===== config.mk =====
export PLATFORM = sky130hd
export DESIGN_NAME = fanin_link_arbiter
export DESIGN_NICKNAME = d
export VERILOG_FILES = /design/src/rtl/fanin_link_arbiter_pkg.sv /design/src/rtl/fanin_link_arbiter_rr_pick.sv /design/src/rtl/fanin_link_arbiter.sv
export SDC_FILE = /design/constraint.sdc
export NUM_CORES = 1
export LEC_CHECK = 0
export CORE_MARGIN = 2
export CORE_UTILIZATION = 40
export CTS_CLUSTER_SIZE = 24
export DETAILED_ROUTE_END_ITERATION = 8
export PLACE_DENSITY = 0.81
export SETUP_SLACK_MARGIN = 0.2
export SYNTH_ARGS = -nofsm -noshare
export SYNTH_HDL_FRONTEND = slang
export SYNTH_SLANG_ARGS = --single-unit

===== constraint.sdc =====
create_clock -name clock -period 8.7 [get_ports clock]
set_input_delay 1.74 -clock clock [delete_from_list [all_inputs] [get_ports clock]]
set_output_delay 1.74 -clock clock [all_outputs]
set_load 0.02 [all_outputs]

===== src/rtl/fanin_link_arbiter_pkg.sv =====
`default_nettype none
// ============================================================================
// Module   : pkg_en
// Brief    : Shared types and constants for the fan-in link arbiter.
//            arb_state_t  - arbiter state encoding (IDLE/HEAD/XFER/GAP)
//            WIDTH_LENGTH - default width of the message-length field
//            wrap_inc()   - modulo-n increment used for the rotating pointer
// Revision : 1.0 - initial release
// ============================================================================
package pkg_en;

  localparam int WIDTH_LENGTH = 10;

  typedef enum logic [1:0] {
    IDLE = 2'd0,
    HEAD = 2'd1,
    XFER = 2'd2,
    GAP  = 2'd3
  } arb_state_t;

  // Next link index after idx, wrapping to 0 at n (n need not be a power of 2).
  function automatic int wrap_inc(input int idx, input int n);
    return (idx + 1 >= n) ? 0 : idx + 1;
  endfunction

endpackage
`default_nettype wire


===== src/rtl/fanin_link_arbiter_rr_pick.sv =====
`default_nettype none
// ============================================================================
// Module   : rr_pick
// Brief    : Combinational rotating priority pick. Returns the first set bit
//            of i_req at or after i_ptr, searching upward and wrapping.
// Ports    : i_req       - request vector
//            i_ptr       - index with highest priority this cycle
//            o_grant_oh  - one-hot winner (all zero if no request)
//            o_grant_idx - encoded winner (0 if no request)
// Revision : 1.0 - initial release
// ============================================================================
module rr_pick
  import pkg_en::*;
#(
  parameter int NUM_LINK = 4,
  parameter int SEL_W    = $clog2(NUM_LINK)
) (
  input  logic [NUM_LINK-1:0] i_req,
  input  logic [SEL_W-1:0]    i_ptr,
  output logic [NUM_LINK-1:0] o_grant_oh,
  output logic [SEL_W-1:0]    o_grant_idx
);

  logic             w_found;
  logic [SEL_W-1:0] w_cand;

  // Walk the links in priority order; the modulo keeps the walk inside
  // 0..NUM_LINK-1 even when NUM_LINK is not a power of two.
  always_comb begin
    o_grant_oh  = '0;
    o_grant_idx = '0;
    w_found     = 1'b0;
    w_cand      = '0;
    for (int off = 0; off < NUM_LINK; off++) begin
      w_cand = SEL_W'((int'(i_ptr) + off) % NUM_LINK);
      if (!w_found && i_req[w_cand]) begin
        w_found             = 1'b1;
        o_grant_oh[w_cand]  = 1'b1;
        o_grant_idx         = w_cand;
      end
    end
  end

endmodule
`default_nettype wire


===== src/rtl/fanin_link_arbiter.sv =====
`default_nettype none
// ============================================================================
// Module   : fanin_link_arbiter
// Brief    : Round-robin, message-locked arbiter sharing one output channel
//            among NUM_LINK links. A grant is held from the header token to
//            the release token or until the header length count runs out.
// Ports    : clock, reset - clock and synchronous active-high reset
//            I_Req  - per-link token valid
//            I_Rls  - per-link "last token of message"
//            I_Len  - per-link header length (0 = unbounded), header only
//            I_Nack - downstream back-pressure on the shared channel
//            O_Grt  - one-hot grant (zero when idle)
//            O_Sel  - encoded granted link
//            O_Nack - per-link nack (losers always nacked)
//            O_Busy - grant held
//            O_Remain - remaining token count of current message
// Revision : 1.0 - initial release
// ============================================================================
module fanin_link_arbiter
  import pkg_en::*;
#(
  parameter int NUM_LINK     = 4,
  parameter int WIDTH_LENGTH = pkg_en::WIDTH_LENGTH,
  parameter int GAP_CYCLES   = 1
) (
  input  logic                             clock,
  input  logic                             reset,
  input  logic [NUM_LINK-1:0]              I_Req,
  input  logic [NUM_LINK-1:0]              I_Rls,
  input  logic [NUM_LINK*WIDTH_LENGTH-1:0] I_Len,
  input  logic                             I_Nack,
  output logic [NUM_LINK-1:0]              O_Grt,
  output logic [$clog2(NUM_LINK)-1:0]      O_Sel,
  output logic [NUM_LINK-1:0]              O_Nack,
  output logic                             O_Busy,
  output logic [WIDTH_LENGTH-1:0]          O_Remain
);

  localparam int                      SEL_W      = $clog2(NUM_LINK);
  localparam logic [1:0]              c_gap_load = 2'(GAP_CYCLES);
  localparam logic [WIDTH_LENGTH-1:0] c_len_one  = WIDTH_LENGTH'(1);

  // Registered state
  arb_state_t              r_state;
  logic [NUM_LINK-1:0]     r_grt;
  logic [SEL_W-1:0]        r_sel;
  logic                    r_busy;
  logic [WIDTH_LENGTH-1:0] r_remain;
  logic [SEL_W-1:0]        r_ptr;
  logic [1:0]              r_gap_cnt;

  // Next-state values
  arb_state_t              w_state_nxt;
  logic [NUM_LINK-1:0]     w_grt_nxt;
  logic [SEL_W-1:0]        w_sel_nxt;
  logic                    w_busy_nxt;
  logic [WIDTH_LENGTH-1:0] w_remain_nxt;
  logic [SEL_W-1:0]        w_ptr_nxt;
  logic [1:0]              w_gap_nxt;
  logic                    w_release;
  logic                    w_arb_en;

  // Datapath helpers
  logic                    w_xfer;
  logic                    w_rls_sel;
  logic [WIDTH_LENGTH-1:0] w_len_sel;
  logic [SEL_W-1:0]        w_rel_ptr;
  logic [SEL_W-1:0]        w_pick_ptr;
  logic [NUM_LINK-1:0]     w_pick_oh;
  logic [SEL_W-1:0]        w_pick_idx;

  assign w_xfer    = (|(r_grt & I_Req)) & ~I_Nack;
  assign w_rls_sel = I_Rls[r_sel];
  assign w_len_sel = I_Len[r_sel*WIDTH_LENGTH +: WIDTH_LENGTH];
  assign w_rel_ptr = SEL_W'(wrap_inc(int'(r_sel), NUM_LINK));

  // While a message is active the only arbitration that can happen this
  // cycle is the zero-gap re-arbitration on release, which must already
  // see the advanced pointer.
  assign w_pick_ptr = ((r_state == IDLE) || (r_state == GAP)) ? r_ptr : w_rel_ptr;

  rr_pick #(
    .NUM_LINK (NUM_LINK),
    .SEL_W    (SEL_W)
  ) u_rr_pick (
    .i_req       (I_Req),
    .i_ptr       (w_pick_ptr),
    .o_grant_oh  (w_pick_oh),
    .o_grant_idx (w_pick_idx)
  );

  always_comb begin
    w_state_nxt  = r_state;
    w_grt_nxt    = r_grt;
    w_sel_nxt    = r_sel;
    w_busy_nxt   = r_busy;
    w_remain_nxt = r_remain;
    w_ptr_nxt    = r_ptr;
    w_gap_nxt    = r_gap_cnt;
    w_release    = 1'b0;
    w_arb_en     = 1'b0;

    case (r_state)
      IDLE: w_arb_en = 1'b1;

      HEAD: begin
        if (w_xfer) begin
          w_remain_nxt = w_len_sel;
          if (w_rls_sel || (w_len_sel == c_len_one)) begin
            w_release = 1'b1;
          end else begin
            w_state_nxt = XFER;
          end
        end
      end

      XFER: begin
        if (w_xfer) begin
          // A zero counter means an unbounded message; it never wraps.
          if (r_remain != '0) begin
            w_remain_nxt = r_remain - c_len_one;
          end
          if (w_rls_sel || (r_remain == c_len_one)) begin
            w_release = 1'b1;
          end
        end
      end

      GAP: begin
        // The last gap cycle doubles as the arbitration cycle, so exactly
        // GAP_CYCLES grant-free cycles separate consecutive messages.
        if (r_gap_cnt <= 2'd1) begin
          w_state_nxt = IDLE;
          w_arb_en    = 1'b1;
        end else begin
          w_gap_nxt = r_gap_cnt - 2'd1;
        end
      end

      default: w_state_nxt = IDLE;
    endcase

    if (w_release) begin
      w_grt_nxt    = '0;
      w_busy_nxt   = 1'b0;
      w_remain_nxt = '0;
      w_ptr_nxt    = w_rel_ptr;
      if (GAP_CYCLES == 0) begin
        w_state_nxt = IDLE;
        w_arb_en    = 1'b1;
      end else begin
        w_state_nxt = GAP;
        w_gap_nxt   = c_gap_load;
      end
    end

    if (w_arb_en && (|I_Req)) begin
      w_grt_nxt   = w_pick_oh;
      w_sel_nxt   = w_pick_idx;
      w_busy_nxt  = 1'b1;
      w_state_nxt = HEAD;
    end
  end

  always_ff @(posedge clock) begin
    if (reset) begin
      r_state   <= IDLE;
      r_grt     <= '0;
      r_sel     <= '0;
      r_busy    <= 1'b0;
      r_remain  <= '0;
      r_ptr     <= '0;
      r_gap_cnt <= '0;
    end else begin
      r_state   <= w_state_nxt;
      r_grt     <= w_grt_nxt;
      r_sel     <= w_sel_nxt;
      r_busy    <= w_busy_nxt;
      r_remain  <= w_remain_nxt;
      r_ptr     <= w_ptr_nxt;
      r_gap_cnt <= w_gap_nxt;
    end
  end

  // Losing links are always back-pressured; the owner sees the channel nack.
  for (genvar l = 0; l < NUM_LINK; l++) begin : g_nack
    assign O_Nack[l] = r_grt[l] ? I_Nack : 1'b1;
  end

  assign O_Grt    = r_grt;
  assign O_Sel    = r_sel;
  assign O_Busy   = r_busy;
  assign O_Remain = r_remain;

endmodule
`default_nettype wire


==> out/qor.csv <==
stage,metric,value,unit
sta,fin_worst_skew,4.765,ps
worst_setup_path,startpoint_type,input pin,
sta,whs,490.9,ps
worst_setup_path,end_kind,output pin,
sta,fmax,210.1,MHz
worst_setup_path,worstPathCellList,clkdlybuf4s50_1 > nand2b_1 > clkdlybuf4s50_1,
worst_setup_path,critPathKind,in -> out,
route,drc_errors,0,
route,wire_per_inst,15.99,um
clock_tree,htreeDepth,1,
worst_setup_path,max_stage_delay,610,ps
global_route,grt_pass1_wl,10320,um
route,via_count,2248,
synth,synth-seq-area-share,20.65,%
die,die_area,0.006187,sq mm
layout,diodes,0,
worst_setup_path,slowest_stage,clkdlybuf4s50_1,
global_route,overflow,0,
synth,synth-async-reset-ratio,0,%
sta,finalCriticalPeriod,4760,ps
outcome,status,finished clean,
worst_setup_path,worstPathMaxFanout,5,
sta,hold_viol_final,0,
clock_tree,path_clk_slew,80,ps
die,core_area,0.005439,sq mm
worst_setup_path,critical-path-top-delay-family,buffers and inverters,
power_and_ir_drop,leakagePower,1.133,nW
die,rows,27,
synth,synth_edf_count,0,
clock_tree,numCtsBuffers,3,
die,initial_utilization,40.99,%
place,port-buffer-count,71,
worst_setup_path,worst_ep_required_time,6960,ps
layout,layout.cells.non_filler,394,
clock_tree,ctsResizeCount,0,
place,hpwl,4874,um
sta,min_period_over_period,54.71,%
clock_tree,clockBufferDepth,2,
die,die_w,78.66,um
synth,syn_nets,332,
route,post_drt_via_cell_ratio,5.706,
global_route,grt_pass1_vias,2158,
clock_tree,clk_latency,270,ps
power_and_ir_drop,total_power,0.7428,mW
worst_setup_path,path_common_cell,clkdlybuf4s50_1,
global_route,grt_max_degree,21,
sta,tightestPinTransition,1046,ps
synth,synthesis.area,0.002230,sq mm
layout,nFillCells,495,
synth,synth_cells,262,
route,antenna_left,0,
route,drt_first_pass_iters,5,
sta,setup_violations,0,
sta,maxSlewViolCount,0,
die,die_h,78.66,um
global_route,grtUsageTotal,20.83,%
clock_tree,cts_hold_buf,0,
clock_tree,cts-root-buf,clkbuf_8,
synth,ys.flop_type,dfxtp_1,
place,placedCellCount,390,
power_and_ir_drop,ir_drop,0.1444,mV
sta,fin_ws,3940,ps
clock_tree,cts_tree,yes,
place,routabilityCongestion,0.9468,
synth,ys_seq_elements,23,
flow_run,cap_violations,0,
clock_tree,post_cts_buffers,0,
synth,synthDistinctLibCells,53,
global_route,grt_antenna_before_repair,0,
route,first_iter_violations,150,
place,place_ws,3923,ps
route,wl,6301,um
sta,fin_tns_setup,0,ps
layout,drive_gt1_share,7.143,%
sta,max-slew-margin-rel,29.72,%
layout,syn_to_final_growth,34.79,%
worst_hold_path,hp-class,reg -> reg,
synth,syn_avg_cell_area,8.510,sq um
die,io_pins,72,
synth,ys_warn_count,0,
clock_tree,clock_sinks,23,
sta,rsz0062_at_grt,false,
layout,final_nets,393,
power_and_ir_drop,power.density,247.2,mW/mm^2
worst_setup_path,critical_path_buf_inv_count,2,
worst_setup_path,cp.arrival,3020,ps
[Yosys cell counts (3+ instances only)]
| cell | count | area (sq um) |
|---|---|---|
| a21oi_1 | 12 | 60.06 |
| a221o_1 | 4 | 40.04 |
| a22oi_1 | 10 | 75.07 |
| a31oi_1 | 7 | 43.79 |
| buf_2 | 3 | 15.01 |
| clkbuf_1 | 10 | 37.54 |
| dfxtp_1 | 23 | 460.4 |
| ha_1 | 19 | 237.7 |
| inv_1 | 9 | 33.78 |
| mux2i_1 | 5 | 50.05 |
| mux4_1 | 8 | 210.2 |
| mux4_2 | 4 | 90.09 |
| nand2_1 | 30 | 112.6 |
| nand2b_1 | 10 | 62.56 |
| nand3b_1 | 5 | 37.54 |
| nor2_1 | 22 | 82.58 |
| nor2b_1 | 4 | 25.02 |
| nor3_1 | 5 | 25.02 |
| nor3b_1 | 3 | 22.52 |
| nor4_1 | 3 | 18.77 |
| o21ai_0 | 25 | 125.1 |
[path summary, 6_finish.rpt]
check / from / end / slack, ps / cells past startpoint
min reg2reg: r_gap_cnt[1] / r_gap_cnt[1] / 490 / 2
max reg2reg: O_Sel[0] / O_Grt[2] / 5170 / 8
min: r_gap_cnt[1] / r_gap_cnt[1] / 490 / 2
max: I_Nack / O_Nack[0] / 3940 / 3
[worst reg2reg max path: stages (launching register included)]
cell,delay [ps]
dfxtp_1,840
ha_1,280
nor2_1,70
mux2i_2,750
ha_1,380
inv_1,100
mux4_2,410
a2111oi_2,430
a221o_1,230
[layout make-up]
cell class	instances	area [sq um]	area share, %
sequential	23	460.4	15.32
timing repair buffer	72	718.2	23.90
clock inverter	1	5.005	0.1665
inverter	11	41.29	1.374
clock buffer	3	41.29	1.374
multi-input combinational	212	1649	54.87
tap	72	90.09	2.998
[power by group]
group / total (mW) / switching (mW) / internal [mW]
clock: 0.0692 / 0.0371 / 0.0321
sequential: 0.162 / 0.0351 / 0.126
combinational: 0.512 / 0.287 / 0.225
[through the flow]
stage | utilization, % | cell area, sq um
final | 55.26 | 3005
after global routing | 55.26 | 3005
after CTS | 55.26 | 3005
after detailed placement | 54.41 | 2959
after global placement | 54.41 | 2959
after floorplan | - | 2230
[cells by family after synthesis]
| family | count (synthesis) | synth area share, % |
|---|---|---|
| buf+inv | 27 | 5.387 |
| mux | 20 | 17.45 |
| compound gates | 72 | 21.10 |
| flops | 23 | 20.65 |
| simple gates | 100 | 24.35 |
| fa+ha+maj | 19 | 10.66 |
| xor+xnor | 1 | 0.3929 |
[layout by cell type, fill, tap and decap left out, types with 2 or more instances in the layout]
master / count
mux2i_1: 5
inv_1: 9
or2_2: 2
a21oi_1: 12
mux2i_2: 2
nand4_1: 2
a22oi_1: 10
a221o_1: 4
nor2_1: 22
nor3_1: 5
nand2b_1: 10
nand3b_1: 5
mux4_1: 8
dfxtp_1: 23
or3_1: 2
o21ai_0: 25
nor3b_1: 3
clkdlybuf4s50_1: 71
mux4_2: 4
a211o_1: 2
nand3_1: 2
nor4_1: 3
or4_1: 2
ha_1: 19
nand2_1: 30
nor2b_1: 4
a31oi_1: 7
clkbuf_8: 3
and2_1: 2
[registers in the layout, summed over array words and instances (netlist names)]
signal	flops
O_Grt	4
O_Remain	10
O_Sel	2
r_gap_cnt	2
r_state	2
O_Busy	1
r_ptr	2
[layer usage]
layer  vias up  part of all wire [%]  global-route usage, %
met3        10                   6.4                  3.218
met1      1053                    41                  24.84
met5         -                     0                      0
li1       1095                     -                      -
met4         0                   1.5                  6.316
met2        90                    51                  38.12
Note: power is estimated with default switching activity, not from simulation.
